===== src/rtl/seg7_pkg.sv =====
// Shared definitions for the 7-segment scan driver.
//   seg_t      : active-high segment pattern {g,f,e,d,c,b,a}
//   SEG_TABLE  : hex digit 0..F to active-high segment pattern
//   SEG_OFF    : active-high pattern with every segment dark
//   idx_width  : width of a digit index for n digits (never below 1)
package seg7_pkg;

  typedef logic [6:0] seg_t;

  localparam seg_t SEG_TABLE [16] = '{
    7'h3F, 7'h06, 7'h5B, 7'h4F, 7'h66, 7'h6D, 7'h7D, 7'h27,
    7'h7F, 7'h6F, 7'h77, 7'h7C, 7'h58, 7'h5E, 7'h79, 7'h71
  };

  localparam seg_t SEG_OFF = 7'h00;

  function automatic int idx_width(input int n);
    return (n <= 1) ? 1 : $clog2(n);
  endfunction

endpackage


===== src/rtl/seg7_scan_driver_if.sv =====
// Bus between the status/debug logic (master) and the scan driver (slave).
//   value_i : 4*NUM_DIGITS hex nibbles, nibble 0 = rightmost digit
//   dp_i    : decimal point per digit
//   blank_i : force digit dark
//   load_i  : capture value_i/dp_i/blank_i into the shadow
//   ack_o   : one-cycle pulse when the shadow reaches the display
//   frame_o : one-cycle pulse after each frame boundary
//   seg_o   : segment pins {g,f,e,d,c,b,a}, dp_o decimal point pin
//   an_o    : digit enable pins
interface seg7_scan_driver_if #(
  parameter int NUM_DIGITS = 4
);
  import seg7_pkg::*;

  logic [4*NUM_DIGITS-1:0] value_i;
  logic [NUM_DIGITS-1:0]   dp_i;
  logic [NUM_DIGITS-1:0]   blank_i;
  logic                    load_i;
  logic                    ack_o;
  logic                    frame_o;
  seg_t                    seg_o;
  logic                    dp_o;
  logic [NUM_DIGITS-1:0]   an_o;

  modport master (
    output value_i, dp_i, blank_i, load_i,
    input  ack_o, frame_o, seg_o, dp_o, an_o
  );

  modport slave (
    input  value_i, dp_i, blank_i, load_i,
    output ack_o, frame_o, seg_o, dp_o, an_o
  );

endinterface


===== src/rtl/seg7_hex_lut.sv =====
// Hex nibble to active-high 7-segment pattern (pure combinational).
//   nibble : hex digit 0..F
//   seg    : active-high {g,f,e,d,c,b,a}
module seg7_hex_lut
  import seg7_pkg::*;
(
  input  logic [3:0] nibble,
  output seg_t       seg
);

  assign seg = SEG_TABLE[nibble];

endmodule


===== src/rtl/seg7_scan_driver.sv =====
// Time-multiplexed driver for NUM_DIGITS 7-segment digits on one segment bus.
// Each digit owns a slot of SCAN_DIV clocks; the first GUARD clocks of a slot
// keep every anode off so the previous digit's pattern cannot ghost. New values
// go into a shadow via load_i and are committed to the display only at the
// frame boundary, so a frame never mixes old and new digits.
//   clk, rst : clock, asynchronous active-high reset
//   bus      : slave side of seg7_scan_driver_if (inputs, handshake, pins)
// All pin outputs are registered and reflect the previous cycle's state.
module seg7_scan_driver
  import seg7_pkg::*;
#(
  parameter int NUM_DIGITS  = 4,
  parameter int SCAN_DIV    = 50000,
  parameter int GUARD       = 2,
  parameter bit SEG_ACT_LOW = 1'b1,
  parameter bit AN_ACT_LOW  = 1'b1,
  parameter bit LZ_SUPPRESS = 1'b1
) (
  input  logic                clk,
  input  logic                rst,
  seg7_scan_driver_if.slave   bus
);

  localparam int IW = idx_width(NUM_DIGITS);
  localparam int DW = (SCAN_DIV > 1) ? $clog2(SCAN_DIV) : 1;
  localparam int VW = 4 * NUM_DIGITS;

  localparam logic [DW-1:0] DIV_LAST = DW'(SCAN_DIV - 1);
  localparam logic [DW-1:0] GUARD_C  = DW'(GUARD);
  localparam logic [IW-1:0] IDX_LAST = IW'(NUM_DIGITS - 1);

  // Pin levels for "dark" in the configured polarity.
  localparam seg_t                  SEG_IDLE = SEG_ACT_LOW ? ~SEG_OFF : SEG_OFF;
  localparam logic [NUM_DIGITS-1:0] AN_IDLE  = {NUM_DIGITS{AN_ACT_LOW}};

  logic [DW-1:0]         div_reg;
  logic [IW-1:0]         idx_reg;
  logic [VW-1:0]         shadow_val_reg, disp_val_reg;
  logic [NUM_DIGITS-1:0] shadow_dp_reg, disp_dp_reg;
  logic [NUM_DIGITS-1:0] shadow_blank_reg, disp_blank_reg;
  logic                  pending_reg;

  seg_t                  seg_reg;
  logic                  dp_reg;
  logic [NUM_DIGITS-1:0] an_reg;
  logic                  ack_reg;
  logic                  frame_reg;

  logic                  slot_last;
  logic                  boundary;
  logic                  commit;
  logic [NUM_DIGITS-1:0] lz_mask;
  logic [3:0]            cur_nib;
  logic                  cur_dp;
  logic                  cur_blank;
  logic                  cur_lz;
  logic [NUM_DIGITS-1:0] an_act;
  seg_t                  lut_seg;
  seg_t                  seg_next;
  logic                  dp_next;

  assign slot_last = (div_reg == DIV_LAST);
  assign boundary  = slot_last && (idx_reg == IDX_LAST);
  // A load on the boundary cycle itself is committed straight from the inputs.
  assign commit    = boundary && (pending_reg || bus.load_i);

  // Digit gi is a leading zero when it and every nibble above it are zero.
  // Digit 0 is never suppressed so a zero value still shows "0".
  generate
    for (genvar gi = 0; gi < NUM_DIGITS; gi++) begin : g_lz
      if (gi == 0) begin : g_first
        assign lz_mask[gi] = 1'b0;
      end else begin : g_upper
        assign lz_mask[gi] = LZ_SUPPRESS && (disp_val_reg[VW-1:4*gi] == '0);
      end
    end
  endgenerate

  always_comb begin
    cur_nib   = 4'h0;
    cur_dp    = 1'b0;
    cur_blank = 1'b0;
    cur_lz    = 1'b0;
    an_act    = '0;
    for (int i = 0; i < NUM_DIGITS; i++) begin
      if (idx_reg == IW'(i)) begin
        cur_nib   = disp_val_reg[4*i +: 4];
        cur_dp    = disp_dp_reg[i];
        cur_blank = disp_blank_reg[i];
        cur_lz    = lz_mask[i];
        an_act[i] = (div_reg >= GUARD_C);
      end
    end
  end

  seg7_hex_lut u_lut (
    .nibble (cur_nib),
    .seg    (lut_seg)
  );

  // Blanking darkens dp too; suppression only darkens the segments.
  assign seg_next = (cur_blank || cur_lz) ? SEG_OFF : lut_seg;
  assign dp_next  = cur_dp && !cur_blank;

  always_ff @(posedge clk or posedge rst) begin
    if (rst) begin
      div_reg          <= '0;
      idx_reg          <= '0;
      shadow_val_reg   <= '0;
      shadow_dp_reg    <= '0;
      shadow_blank_reg <= '0;
      disp_val_reg     <= '0;
      disp_dp_reg      <= '0;
      disp_blank_reg   <= '0;
      pending_reg      <= 1'b0;
    end else begin
      div_reg <= slot_last ? '0 : div_reg + 1'b1;
      if (slot_last) begin
        idx_reg <= (idx_reg == IDX_LAST) ? '0 : idx_reg + 1'b1;
      end

      if (bus.load_i) begin
        shadow_val_reg   <= bus.value_i;
        shadow_dp_reg    <= bus.dp_i;
        shadow_blank_reg <= bus.blank_i;
      end

      if (commit) begin
        disp_val_reg   <= bus.load_i ? bus.value_i : shadow_val_reg;
        disp_dp_reg    <= bus.load_i ? bus.dp_i    : shadow_dp_reg;
        disp_blank_reg <= bus.load_i ? bus.blank_i : shadow_blank_reg;
        pending_reg    <= 1'b0;
      end else if (bus.load_i) begin
        pending_reg    <= 1'b1;
      end
    end
  end

  always_ff @(posedge clk or posedge rst) begin
    if (rst) begin
      seg_reg   <= SEG_IDLE;
      dp_reg    <= SEG_ACT_LOW;
      an_reg    <= AN_IDLE;
      ack_reg   <= 1'b0;
      frame_reg <= 1'b0;
    end else begin
      seg_reg   <= SEG_ACT_LOW ? ~seg_next : seg_next;
      dp_reg    <= dp_next ^ SEG_ACT_LOW;
      an_reg    <= an_act ^ AN_IDLE;
      ack_reg   <= commit;
      frame_reg <= boundary;
    end
  end

  assign bus.seg_o   = seg_reg;
  assign bus.dp_o    = dp_reg;
  assign bus.an_o    = an_reg;
  assign bus.ack_o   = ack_reg;
  assign bus.frame_o = frame_reg;

endmodule


===== src/flat_wrapper.sv =====
// flat-port wrapper written by rule: the top's interface ports become plain ports
module seg7_scan_driver_flat import seg7_pkg::*;
#(
  parameter int NUM_DIGITS  = 4,
  parameter int SCAN_DIV    = 50000,
  parameter int GUARD       = 2,
  parameter bit SEG_ACT_LOW = 1'b1,
  parameter bit AN_ACT_LOW  = 1'b1,
  parameter bit LZ_SUPPRESS = 1'b1
)
  (clk, rst, bus_value_i, bus_dp_i, bus_blank_i, bus_load_i, bus_ack_o, bus_frame_o, bus_seg_o, bus_dp_o, bus_an_o);
  seg7_scan_driver_if #(.NUM_DIGITS(NUM_DIGITS)) bus_i ();
  input  logic clk;
  input  logic rst;
  input wire logic [$bits(bus_i.value_i)-1:0] bus_value_i;
  input wire logic [$bits(bus_i.dp_i)-1:0] bus_dp_i;
  input wire logic [$bits(bus_i.blank_i)-1:0] bus_blank_i;
  input wire logic [$bits(bus_i.load_i)-1:0] bus_load_i;
  output wire logic [$bits(bus_i.ack_o)-1:0] bus_ack_o;
  output wire logic [$bits(bus_i.frame_o)-1:0] bus_frame_o;
  output wire logic [$bits(bus_i.seg_o)-1:0] bus_seg_o;
  output wire logic [$bits(bus_i.dp_o)-1:0] bus_dp_o;
  output wire logic [$bits(bus_i.an_o)-1:0] bus_an_o;
  assign bus_i.value_i = bus_value_i;
  assign bus_i.dp_i = bus_dp_i;
  assign bus_i.blank_i = bus_blank_i;
  assign bus_i.load_i = bus_load_i;
  assign bus_ack_o = bus_i.ack_o;
  assign bus_frame_o = bus_i.frame_o;
  assign bus_seg_o = bus_i.seg_o;
  assign bus_dp_o = bus_i.dp_o;
  assign bus_an_o = bus_i.an_o;
  seg7_scan_driver #(.NUM_DIGITS(NUM_DIGITS), .SCAN_DIV(SCAN_DIV), .GUARD(GUARD), .SEG_ACT_LOW(SEG_ACT_LOW), .AN_ACT_LOW(AN_ACT_LOW), .LZ_SUPPRESS(LZ_SUPPRESS)) u_core (.clk(clk), .rst(rst), .bus(bus_i));
endmodule

===== config.mk =====
export PLATFORM = sky130hd
export DESIGN_NAME = seg7_scan_driver_flat
export DESIGN_NICKNAME = d
export VERILOG_FILES = /design/src/rtl/seg7_pkg.sv /design/src/rtl/seg7_scan_driver_if.sv /design/src/rtl/seg7_hex_lut.sv /design/src/rtl/seg7_scan_driver.sv /design/src/flat_wrapper.sv
export SDC_FILE = /design/constraint.sdc
export NUM_CORES = 1
export LEC_CHECK = 0
export CORE_ASPECT_RATIO = 0.75
export CORE_UTILIZATION = 45
export DETAILED_ROUTE_END_ITERATION = 7
export PLACE_DENSITY = 0.71
export SLEW_MARGIN = 20
export SYNTH_ARGS = -nofsm -noshare
export SYNTH_HDL_FRONTEND = slang
export SYNTH_SLANG_ARGS = --single-unit

===== constraint.sdc =====
create_clock -name clk -period 3.4 [get_ports clk]
set_clock_uncertainty 0.1 [all_clocks]
set_input_delay 1.02 -clock clk [delete_from_list [all_inputs] [get_ports clk]]
set_output_delay 1.02 -clock clk [all_outputs]
set_load 0.03 [all_outputs]

==> summary.md <==
Max-slew violation count: 0. The setup violation total in the final timing report was 0; the clock period minus final worst setup slack was 2.763 ns. The post-layout instance area was 4472 µm²; the share of async-settable or async-resettable flops after synthesis was 1.000. Setup repair after global routing left no endpoint under its margin. The floorplan step set the die height to 81 µm. Clock tree synthesis found a total of 81 sinks. In this run the static leakage power is 0.002052 µW. The pin count of the biggest net entering global routing came out at 39.

The ratio of routed vias to standard cells is 5.090. The count of cells along the worst hold path is 1. The worst setup path is launched from a flop. Across the run, the number of max-cap violations was 0. The tools report the worst-case vdd ir drop as 0.1928 mV. The tools report the sequential share of the synthesized area as 0.5453.

The tools report the kind of end point of the critical path as a flop. The fraction of synthesized cell area taken by the top area cell type works out to 0.4611. The ratio of final minimum period to clock period is 0.8126, and the number of enable flip-flop cells after synthesis is 0. The library cell contributing the largest single delay on the critical path was ha_1. The run finished with clean final reports. For the worst setup path, the data required time is 3.60 ns.

The clock edge transition at the registers on the reported setup and hold paths came out at 0.09 ns. For the number of hold buffers added after CTS, the log shows 0. The cell area that synthesis handed to floorplanning was 3745 µm². The tools report the number of detailed-route iterations in the first pass as 4. The chip width is 107.3 µm, and the worst slew margin relative to its limit is 0.5827. The total number of vias came out at 2,311. In this run, CTS created clock tree buffers numbering 9. In the synthesized netlist, the cells that appear most often are dfrtp_1, mux2_2, nand2_1, nor2_1, mux2_4.

Timing would allow up to 362.0 MHz. The tools report the total count of hold-check failures in the final report as 0. The placed instances occupy a cell area of 4284 µm². The startpoint identified for the worst hold timing path is u_core.disp_dp_reg[3]. The first-pass GRT wire length was 11,420 µm; the synthesized netlist net count was 335. The min-delay analysis places its worst path in the category flop to flop.

0 antenna diodes ended up in the layout. Most frequently used cell type in the post-synthesis netlist: dfrtp_1. The wire-length estimate of the detail-placed layout is 4615 µm. The I/O pin total was 41; the count of nets left with antenna violations after detail routing was 0.

The congestion estimate from routability-driven global placement came to 0.7353. Leading register cell type out of synthesis: dfrtp_1. In the final timing run, aggregate negative setup slack is 0 ns. The path with the worst hold slack has its endpoint at u_core.bus.dp_o. The logs give 2,349 for the via count of the first global-routing pass and 2.96 ns for the arrival time at the worst endpoint. The worst register-to-register path has a depth of 10. The per-instance average area after synthesis was 12.61 µm²; the number of antenna violations at the first check in global routing was 0.

On the worst path, the slowest cell contributes a delay of 0.48 ns. The net count of the finished layout is 382. Growth of design area from synthesis to finish: 19.41%. TritonCTS built the clock tree. The logs give 0.36 ns for the clock insertion delay at the later pin of the skew report and 0.6372 ns for the final worst-path setup slack. The worst register-to-register path ends at u_core.bus.seg_o[3]. Summed over all instances, the cell type with the most area after synthesis is dfrtp_1. The number of different library cells used by synthesis comes to 42. Worst setup slack for register-to-register paths: 0.64 ns.

The run gives 0.5598 as the final design utilization. The largest fanout on the critical path works out to 14. The critical path goes through inv_1 -> ha_1 -> a21oi_1 -> a221oi_1 -> a21o_1 -> inv_1 -> ha_1 -> mux2i_1 -> mux2_2 -> nand2_1. Ranked by total cell area, the synthesized netlist is headed by dfrtp_1, mux2_2, dfstp_2. Counting flops and latches in the post-synthesis netlist gives 81. In this run the clock root is driven by a clkbuf_8. The placeable core area came out at 7988 µm². Start of the worst register-to-register path: u_core.idx_reg[1]. The floorplan step defined a die boundary enclosing 8694 µm². After global routing the overflow that remains totals 0. Dividing the detail-routed wire length by the instance count gives 14.83 µm. The aggregate global-route resource usage is 0.1748, and the residual DRC count is 0. The count of instances resized after the clock tree is built was 0. The warning count from the yosys run is 0, and the total setup buffers inserted after CTS is 0.

The final layout contains routed wiring with a total length of 6735 µm. The fraction of layout instances using a drive strength above 1 came out at 0.2493. Dividing total power by cell area gives a power density of 398.8 nW/µm².

For the clock tree buffer depth, the log shows 2. For the DRC violation total after the first TritonRoute iteration, the log shows 70. The number of rows in the core area was 28; the slew at the pin closest to its max-slew limit was 0.6250 ns.

The tools report the setup slack after placement as 0.5200 ns. During placement, the flow inserted port buffers numbering 40. Synthesis handed over a netlist of 297 instances. The worst setup path is of the flop to flop kind.

The tools report the initial cell density of the core as 0.4688. Number of fill cells: 684. The number of levels the H-tree was split into was 3.
==> worst max-delay path: cells and delay by family, from the launching register on <==
kind / cells / cell delay (ns)
adders and majority gates: 2 / 0.79
DFF: 1 / 0.41
muxes: 2 / 0.32
AOI/OAI and AO/OA: 3 / 0.79
and+or+nand+nor: 1 / 0.07
buffers and inverters: 2 / 0.22
==> power breakdown <==
group | leakage (µW) | internal, µW | switching [µW]
registers | 0.00101 | 991 | 6.44
logic | 0.000944 | 57.4 | 44.8
clock network | 0.0000937 | 340 | 344
total | 0.00205 | 1390 | 395
==> cell type report <==
type,count,area (µm²),share of cell area
well taps,105,131.4,0.02938
flip-flops and latches,81,2042,0.4566
inverters,13,48.80,0.01091
multi-input cells,191,1589,0.3553
clock inverters,5,56.30,0.01259
repair buffers,48,473.0,0.1058
clock buffers,11,131.4,0.02938
==> cell families (layout without fill, tap and decap cells) <==
group | after synthesis | after routing | synth area share
compound gates | 31 | 31 | 0.05814
xor+xnor | 14 | 14 | 0.03274
fa+ha+maj | 11 | 11 | 0.03675
buf+inv | 25 | 77 | 0.03040
flops | 81 | 81 | 0.5453
mux | 53 | 53 | 0.1781
simple gates | 82 | 82 | 0.1186
==> routing by layer <==
layer  GRT usage  vias up  part of all wire
met3     0.05939        9             0.047
met2      0.2658       42              0.43
li1            -     1135                 -
met1      0.2376     1125              0.51
met5           0        -                 0
met4     0.05342        0             0.010
==> worst max-delay path by stage <==
stage,from,to,cells past startpoint
6_report,u_core.idx_reg[1],u_core.bus.seg_o[3],10
2_1_floorplan,rst,u_core.bus.ack_o,1
3_3_place_gp,bus_load_i,u_core.disp_val_reg[3],4
5_1_grt,u_core.idx_reg[1],u_core.bus.seg_o[1],7
4_1_cts,u_core.idx_reg[1],u_core.bus.seg_o[3],10
3_5_place_dp,bus_load_i,u_core.disp_val_reg[12],4
==> cell usage in the layout, fill, tap and decap left out, drive strengths merged, types with 6 or more instances in the layout <==
cell type      netlist  final
ha                  11     11
nor4                 8      8
clkbuf               7     11
mux2                49     49
buf                  5      8
nand3                6      6
xor2                 7      7
nand2               21     21
dfstp               12     12
clkdlybuf4s50        0     40
xnor2                7      7
nor2                21     21
o21ai                7      7
inv                 13     14
dfrtp               69     69
==> through the flow <==
step	total power, µW	hold WS, ns	cells
after floorplan	1069	0.3087	297
after global placement	1118	0.3466	438
after detailed placement	1122	0.3466	438
after CTS	1807	0.3713	454
after global routing	1859	0.4039	454
final	1784	0.3688	454
Power figures use the tool's default switching activity.
